[src/rtl/vram_arbiter.sv]
// ---------------------------------------------------------------------------
// vram_arbiter
//
// Shares one single-port framebuffer RAM between three requesters, one RAM
// access per clock:
//   1. display read  (phase 0 of each visible pixel period)
//   2. clear fill    (whole framebuffer, one word per free slot)
//   3. draw write    (draw engine, one word per grant)
// The display read returns one clock later; the color is registered into rgb
// at the end of phase 1, so it is stable from phase 2 of the pixel through
// phase 1 of the following pixel.
//
// Handshake: wr_req/wr_addr/wr_data are held by the draw engine until wr_ack.
// wr_ack is a combinational one-cycle grant; the word is consumed in the same
// cycle. Out-of-range addresses are acknowledged but never written.
//
// Ports
//   clk, reset          clock, asynchronous active-low reset
//   p_tick, vid_on      pixel enable (1 clk in 4) and display-active flag
//   pixel_x, pixel_y    current beam position (screen pixels)
//   wr_req/addr/data    draw-engine write request, wr_ack grant
//   clr_start/color     start a framebuffer fill, clr_busy while filling
//   mem_addr/we/din     RAM request (combinational), mem_dout read data
//   rgb                 registered pixel color to the DAC
//   dbg_state           current arbiter FSM state (0 = idle, 1 = clearing)
// ---------------------------------------------------------------------------
module vram_arbiter #(
    parameter int FB_W     = 160,
    parameter int FB_H     = 120,
    parameter int FB_DEPTH = 19200,
    parameter int CW       = 12
) (
    input  logic          clk,
    input  logic          reset,
    input  logic          p_tick,
    input  logic          vid_on,
    input  logic [9:0]    pixel_x,
    input  logic [9:0]    pixel_y,
    input  logic          wr_req,
    input  logic [14:0]   wr_addr,
    input  logic [CW-1:0] wr_data,
    output logic          wr_ack,
    input  logic          clr_start,
    input  logic [CW-1:0] clr_color,
    output logic          clr_busy,
    output logic [14:0]   mem_addr,
    output logic          mem_we,
    output logic [CW-1:0] mem_din,
    input  logic [CW-1:0] mem_dout,
    output logic [CW-1:0] rgb,
    output logic          dbg_state
);

    typedef enum logic {
        S_IDLE  = 1'b0,
        S_CLEAR = 1'b1
    } state_t;

    localparam logic [14:0] FB_W_W    = 15'(FB_W);
    localparam logic [14:0] DEPTH_W   = 15'(FB_DEPTH);
    // Last fill address; FB_W*FB_H and FB_DEPTH describe the same size.
    localparam logic [14:0] LAST_ADDR = 15'(FB_W * FB_H - 1);

    logic [1:0]    phase_q, phase_d;
    logic          synced_q, synced_d;     // a p_tick has been seen since reset
    state_t        state_q, state_d;
    logic [14:0]   clr_ptr_q, clr_ptr_d;
    logic [CW-1:0] clr_col_q, clr_col_d;
    logic          disp_pend_q, disp_pend_d; // display read issued last clk
    logic [CW-1:0] rgb_q, rgb_d;

    logic          disp_slot;
    logic [14:0]   row_idx, col_idx, disp_addr;

    // One framebuffer word covers a 4x4 block of screen pixels.
    assign row_idx   = 15'(pixel_y >> 2);
    assign col_idx   = 15'(pixel_x >> 2);
    assign disp_addr = row_idx * FB_W_W + col_idx;

    // Until the first p_tick the phase counter is not aligned to the pixel
    // period, so display reads wait for it.
    assign disp_slot = reset && synced_q && vid_on && (phase_q == 2'd0);

    always_comb begin
        phase_d     = p_tick ? 2'd0 : phase_q + 2'd1;
        synced_d    = synced_q | p_tick;
        state_d     = state_q;
        clr_ptr_d   = clr_ptr_q;
        clr_col_d   = clr_col_q;
        disp_pend_d = disp_slot;
        rgb_d       = rgb_q;
        wr_ack      = 1'b0;
        mem_we      = 1'b0;
        mem_addr    = '0;
        mem_din     = '0;

        // Read data of the phase-0 display read is on mem_dout in phase 1.
        if (disp_pend_q) begin
            rgb_d = mem_dout;
        end else if (phase_q == 2'd1 && !vid_on) begin
            rgb_d = '0;
        end

        // Combinational grants are suppressed while reset is asserted.
        if (reset) begin
            if (disp_slot) begin
                mem_addr = disp_addr;
            end
            case (state_q)
                S_IDLE: begin
                    if (clr_start) begin
                        // Fill wins over a simultaneous draw; the draw stays pending.
                        state_d   = S_CLEAR;
                        clr_ptr_d = '0;
                        clr_col_d = clr_color;
                    end else if (wr_req && !disp_slot) begin
                        wr_ack = 1'b1;
                        if (wr_addr < DEPTH_W) begin
                            mem_we   = 1'b1;
                            mem_addr = wr_addr;
                            mem_din  = wr_data;
                        end
                    end
                end
                S_CLEAR: begin
                    if (!disp_slot) begin
                        mem_we    = 1'b1;
                        mem_addr  = clr_ptr_q;
                        mem_din   = clr_col_q;
                        clr_ptr_d = clr_ptr_q + 15'd1;
                        if (clr_ptr_q == LAST_ADDR) begin
                            state_d = S_IDLE;
                        end
                    end
                end
                default: state_d = S_IDLE;
            endcase
        end
    end

    always_ff @(posedge clk or negedge reset) begin
        if (!reset) begin
            phase_q     <= 2'd0;
            synced_q    <= 1'b0;
            state_q     <= S_IDLE;
            clr_ptr_q   <= '0;
            clr_col_q   <= '0;
            disp_pend_q <= 1'b0;
            rgb_q       <= '0;
        end else begin
            phase_q     <= phase_d;
            synced_q    <= synced_d;
            state_q     <= state_d;
            clr_ptr_q   <= clr_ptr_d;
            clr_col_q   <= clr_col_d;
            disp_pend_q <= disp_pend_d;
            rgb_q       <= rgb_d;
        end
    end

    assign clr_busy  = (state_q == S_CLEAR);
    assign rgb       = rgb_q;
    assign dbg_state = state_q;

endmodule

[config.mk]
export PLATFORM = sky130hd
export DESIGN_NAME = vram_arbiter
export DESIGN_NICKNAME = d
export VERILOG_FILES = /design/src/rtl/vram_arbiter.sv
export SDC_FILE = /design/constraint.sdc
export NUM_CORES = 1
export LEC_CHECK = 0
export CORE_MARGIN = 2
export CORE_UTILIZATION = 44
export CTS_CLUSTER_DIAMETER = 40
export DETAILED_ROUTE_END_ITERATION = 16
export PLACE_DENSITY_LB_ADDON = 0.3
export SLEW_MARGIN = 20
export SYNTH_ARGS = -nofsm -noshare
export SYNTH_HDL_FRONTEND = slang
export SYNTH_SLANG_ARGS = --single-unit
[constraint.sdc]
create_clock -name clk -period 3 [get_ports clk]
set_clock_uncertainty 0.05 [all_clocks]
set_input_delay 0.45 -clock clk [delete_from_list [all_inputs] [get_ports clk]]
set_output_delay 0.45 -clock clk [all_outputs]
set_load 0.01 [all_outputs]
==> results.txt, run 1 <==
outcome: complete, but fails checks
failing checks: negative setup slack
first-pass GRT wire length: 14300 um
met2 wire length: 4790 um
area grow syn2layout: 63.5%
Yosys top cell area share: 0.379
Routed WL: 9130 um
RePlAce Congestion: 0.889
fin crit share: 1.04
prevailing post-synth register cell: dfrtp_1
Avg Inst Size Synth: 9.73 um2
max-cap viol count: 0
Synth area leader: dfrtp_1
Seq cells post-synth: 44
die span in x: 85.3 um
Critical Path RT: 2500 ps
detailed placement HPWL: 6380 um
Initial Util: 0.455
WL met3: 664 um
Reg clk slew, reported paths: 90 ps
Seq/Total Area, Yosys: 0.379
Antenna Nets Post-Route: 0
Setup crit end kind: primary output
power per cell area: 483 nW/um2
Compound-Gate Fraction of Synth Area: 0.204
share of layout cells above drive strength 1: 0.262
row cnt: 29
residual DRC count: 0
vias in the first global route: 3050
largest net degree at the start of global routing: 32
largest family of logic cells by synthesized area: compound AO/OA/AOI/OAI gates
Critical Path AT: 2620 ps
antenna violations before repair: 0
DR WL/cell: 17.3 um
Max VDD drop: 0.397 mV
Hold Vio Cnt, Final: 0
die height: 85.3 um
worst setup path class: input port to primary output
top cells by area, synth: dfrtp_1, ha_1, a22o_1
commonest non-fill, non-tap cell in the layout: clkdlybuf4s50_1
wire length on met1: 3540 um
Synth Instances: 299
Tmin final: 3120 ps
RSZ-0062 raised after global routing: true
nets: 547
synth warn: 0
Post-synth EDFFs: 0
IO buf count: 115
io pins: 120
CP max FO: 2
worst-margin pin slew: 693 ps
Post-Synth Adder-Cell Area: 0.0912
CTS tree: built
htree depth: 2
commonest non-fill, non-tap cells in the layout: clkdlybuf4s50_1, dfrtp_1, buf_4
ys async rst share: 1.00
Slew headroom: 0.538
TritonCTS Buffers: 5
remaining global-route overflow: 0
syn nets: 396
# diodes: 0
Simple-Gate Fraction of Synth Area: 0.175
Hold WS: 53.5 ps
highest metal used: met4
area of the die: 7280 um2
fmax: 0.321 GHz
Clock Sinks: 44
post-synthesis cell type count: 47
pre-CTS WS: -862 ps
R2R cell count: 6
Root Driver: clkbuf_8
Pins Over Slew Limit: 0
Leakage: 2.12 nW
Hold Path Class: input port to async pin
xor/xnor share of the synthesized area: 0.0602
Mapped Area: 2910 um2
vias: 2962
routed vias/inst: 5.61
initial DRC count: 95
Core Area: 6390 um2
DRT Pass-1 Iters: 4
CP Launch Type: input port
Max Buffers Root-to-Sink: 2
post-synthesis mux area share: 0.0465
GRT Total Usage: 0.245
Final setup viols: 4
Skew-Pair Late Insertion Delay: 300 ps
setup ws final: -116 ps
## metal layers
| metal | up-vias | GRT usage |
|---|---|---|
| met4 | 0 | 0.0534 |
| met5 | - | 0 |
| met3 | 14 | 0.0564 |
| met1 | 1418 | 0.295 |
| met2 | 133 | 0.446 |
| li1 | 1397 | - |
## worst paths after layout
path / start / endpoint / slack (ps)
setup / recovery: pixel_y[2] / mem_addr[9] / -120
hold / removal: reset / clr_ptr_q[5] / 50
setup reg to reg: clr_busy / clr_ptr_q[5] / 1080
hold reg to reg: phase_q[0] / phase_q[0] / 410
max in group asynchronous: reset / clr_ptr_q[4] / 2220
min in group clk: phase_q[0] / phase_q[0] / 410
## worst max-delay path, stage by stage
cell	delay (ps)
clkdlybuf4s15_2	200
buf_4	120
ha_4	140
inv_2	40
fa_2	360
nor2b_2	150
o21ai_2	110
buf_4	150
xnor2_1	120
o21ai_0	250
a21oi_1	100
nor2b_1	140
dlygate4sd2_1	280
## metrics by stage
stage	util	TNS (ps)	std cells	power (W)	cell area (um2)
6_report	0.745	-191	528	0.00229	4750
5_1_grt	0.745	-592	528	0.00244	4750
4_1_cts	0.729	-35.5	528	0.00227	4650
3_5_place_dp	0.687	-8520	515	0.00177	4390
3_3_place_gp	0.687	-8290	515	0.00174	4390
2_1_floorplan	-	0	299	0.00130	2910
## sequential cells by signal, summed over array words and instances, names as in the netlist
signal,count
clr_ptr_q,15
clr_col_q,12
rgb,12
phase_q,2
clr_busy,1
disp_pend_q,1
synced_q,1
## synthesized netlist by cell type (all sizes together), types with 9 or more instances
cell,count
a22o,24
nor2b,16
nor2,25
ha,18
mux2,12
nand3,9
dfrtp,44
and3,11
xor2,16
o21ai,14
nand2,13
a21oi,13
inv,13
## timing repair
| action | CTS | global route |
|---|---|---|
| pin swaps | 25 | 14 |
| resized for setup | 105 | 18 |
| cloned | 1 | 0 |
| hold buffers | 0 | 0 |
| buffers inserted | 5 | 0 |
| endpoints found under the setup margin | 27 | 8 |
## cells by family after synthesis
family          count (synthesis)
flops                          44
buf+inv                        29
xor+xnor                       20
compound gates                 79
fa+ha+maj                      20
mux                            12
simple gates                   95
## cell type report
class	instances	area [um2]
clock buffers	6	82.6
multi-input cells	226	1940
well taps	77	96.3
repair buffers	160	1440
inverters	13	48.8
fillers	483	1630
clock inverters	2	38.8
flip-flops and latches	44	1100
## power breakdown
part	switching, W	internal (W)	total [W]	leakage (nW)
clock network	0.000214	0.000273	0.000487	0.0614
registers	0.000103	0.000739	0.000842	0.558
logic	0.000416	0.000549	0.000966	1.50
(Power assumes the default switching activity.)
==> run 2: changes to the inputs <==
--- a/config.mk
+++ b/config.mk
@@ -7,6 +7,7 @@
 export LEC_CHECK = 0
 export CORE_MARGIN = 2
 export CORE_UTILIZATION = 44
+export CTS_BUF_LIST = sky130_fd_sc_hd__clkbuf_16
 export CTS_CLUSTER_DIAMETER = 40
 export DETAILED_ROUTE_END_ITERATION = 16
 export PLACE_DENSITY_LB_ADDON = 0.3
==> results.txt, run 2 (synthesis gave the netlist of run 1 again) <==
power per cell area: 508 nW/um2
CTS tree: built
share of layout cells above drive strength 1: 0.257
die span in x: 85.3 um
Final setup viols: 3
failing checks: negative setup slack
Slew headroom: 0.542
RePlAce Congestion: 0.889
DR WL/cell: 17.6 um
Hold WS: 69.5 ps
pre-CTS WS: -862 ps
CP max FO: 2
Clock Sinks: 44
Core Area: 6390 um2
row cnt: 29
Biggest register: clr_ptr_q
Skew-Pair Late Insertion Delay: 290 ps
max-cap viol count: 0
first-pass GRT wire length: 14500 um
Reg clk slew, reported paths: 60 ps
Max Buffers Root-to-Sink: 2
routed vias/inst: 5.66
Routed WL: 9300 um
io pins: 120
antenna violations before repair: 0
Hold Path Class: input port to async pin
vias in the first global route: 3109
detailed placement HPWL: 6380 um
reg2reg setup slack: 1060 ps
RSZ-0062 raised after global routing: true
Initial Util: 0.455
reg2reg end: clr_ptr_q[5]
R2R cell count: 6
GRT Total Usage: 0.250
vias: 2990
Root Driver: clkbuf_16
CTS Hold Bufs: 0
Antenna Nets Post-Route: 0
worst setup path class: input port to primary output
Setup crit end kind: primary output
Layout fillers: 468
fmax: 0.319 GHz
outcome: complete, but fails checks
commonest non-fill, non-tap cells in the layout: clkdlybuf4s50_1, dfrtp_1, buf_4
fin crit share: 1.04
die height: 85.3 um
Pins Over Slew Limit: 0
IO buf count: 115
area grow syn2layout: 65.0%
worst-margin pin slew: 686 ps
commonest non-fill, non-tap cell in the layout: clkdlybuf4s50_1
area of the die: 7280 um2
Critical Path AT: 2630 ps
setup ws final: -132 ps
TritonCTS Buffers: 5
# diodes: 0
nets: 547
Tmin final: 3130 ps
residual DRC count: 0
initial DRC count: 153
Reg-to-Reg Start: clr_busy
Critical Path RT: 2500 ps
Largest register FFs: 15
DRT Pass-1 Iters: 4
Hold Vio Cnt, Final: 0
largest net degree at the start of global routing: 32
htree depth: 2
CP Launch Type: input port
Leakage: 2.14 nW
remaining global-route overflow: 0
Max VDD drop: 0.417 mV
==> run 2: changes by cell type in the layout (fill, tap and decap cells not counted), sizes merged <==
cell,previous run,this run
clkbuf,6,5
clkinv,1,2
==> run 2: through the flow <==
step	TNS (ps)	std cells	area, um2	total power [W]	utilization
after detailed placement	-8520	515	4390	0.00177	0.687
final	-238	528	4800	0.00244	0.751
after global placement	-8290	515	4390	0.00174	0.687
after global routing	-689	528	4800	0.00258	0.751
after CTS	-35.5	528	4700	0.00241	0.736
after floorplan	0	299	2910	0.00130	-
==> run 2: metal layers <==
metal / share of wire / wire [um] / track usage
met2: 0.53 / 4930 / 0.457
met4: 0.016 / 150 / 0.0722
met1: 0.38 / 3560 / 0.294
met3: 0.070 / 652 / 0.0535
met5: 0 / 0 / 0
==> run 2: critical path, stage by stage <==
cell             delay, ps
clkdlybuf4s15_2        200
buf_4                  120
ha_4                   140
inv_2                   40
fa_2                   360
nor2b_2                150
o21ai_2                110
buf_4                  150
xnor2_1                120
o21ai_0                260
a21oi_1                110
nor2b_1                140
dlygate4sd2_1          280
==> run 2: cell type report <==
cell class,count,area [um2],share of cell area
flip-flops and latches,44,1100,0.229
well taps,77,96.3,0.0201
inverters,13,48.8,0.0102
clock buffers,5,125,0.0261
clock inverters,3,42.5,0.00887
multi-input cells,226,1940,0.405
repair buffers,160,1440,0.301
==> run 2: worst max-delay path by stage <==
stage	start	endpoint	depth (start not counted)
floorplan	pixel_y[3]	mem_addr[13]	10
global placement	pixel_y[4]	mem_addr[11]	11
detailed placement	pixel_y[3]	mem_addr[14]	12
CTS	pixel_y[8]	mem_addr[14]	10
global route	pixel_y[2]	mem_addr[9]	13
finish	pixel_y[2]	mem_addr[9]	13
==> run 2: what timing repair did <==
item / in CTS / in global routing
pin swaps: 25 / 15
cloned: 1 / 0
setup endpoints to repair: 27 / 8
gates resized for setup: 105 / 17
endpoints found under the hold margin: 0 / 0
buffers inserted: 5 / 0
==> run 2: power by group <==
group	total [W]	switching (W)	leakage, nW	internal (W)
sequential	0.000844	0.000104	0.558	0.000740
clock	0.000625	0.000233	0.0814	0.000391
combinational	0.000968	0.000418	1.50	0.000550
total	0.00244	0.000756	2.14	0.00168
==> run 3: changes to the inputs <==
--- a/config.mk
+++ b/config.mk
@@ -10,6 +10,7 @@
 export CTS_BUF_LIST = sky130_fd_sc_hd__clkbuf_16
 export CTS_CLUSTER_DIAMETER = 40
 export DETAILED_ROUTE_END_ITERATION = 16
+export HOLD_SLACK_MARGIN = 0.06
 export PLACE_DENSITY_LB_ADDON = 0.3
 export SLEW_MARGIN = 20
 export SYNTH_ARGS = -nofsm -noshare
==> results of run 3 <==
The final DEF is identical to that of run 2; final timing and power are the same.
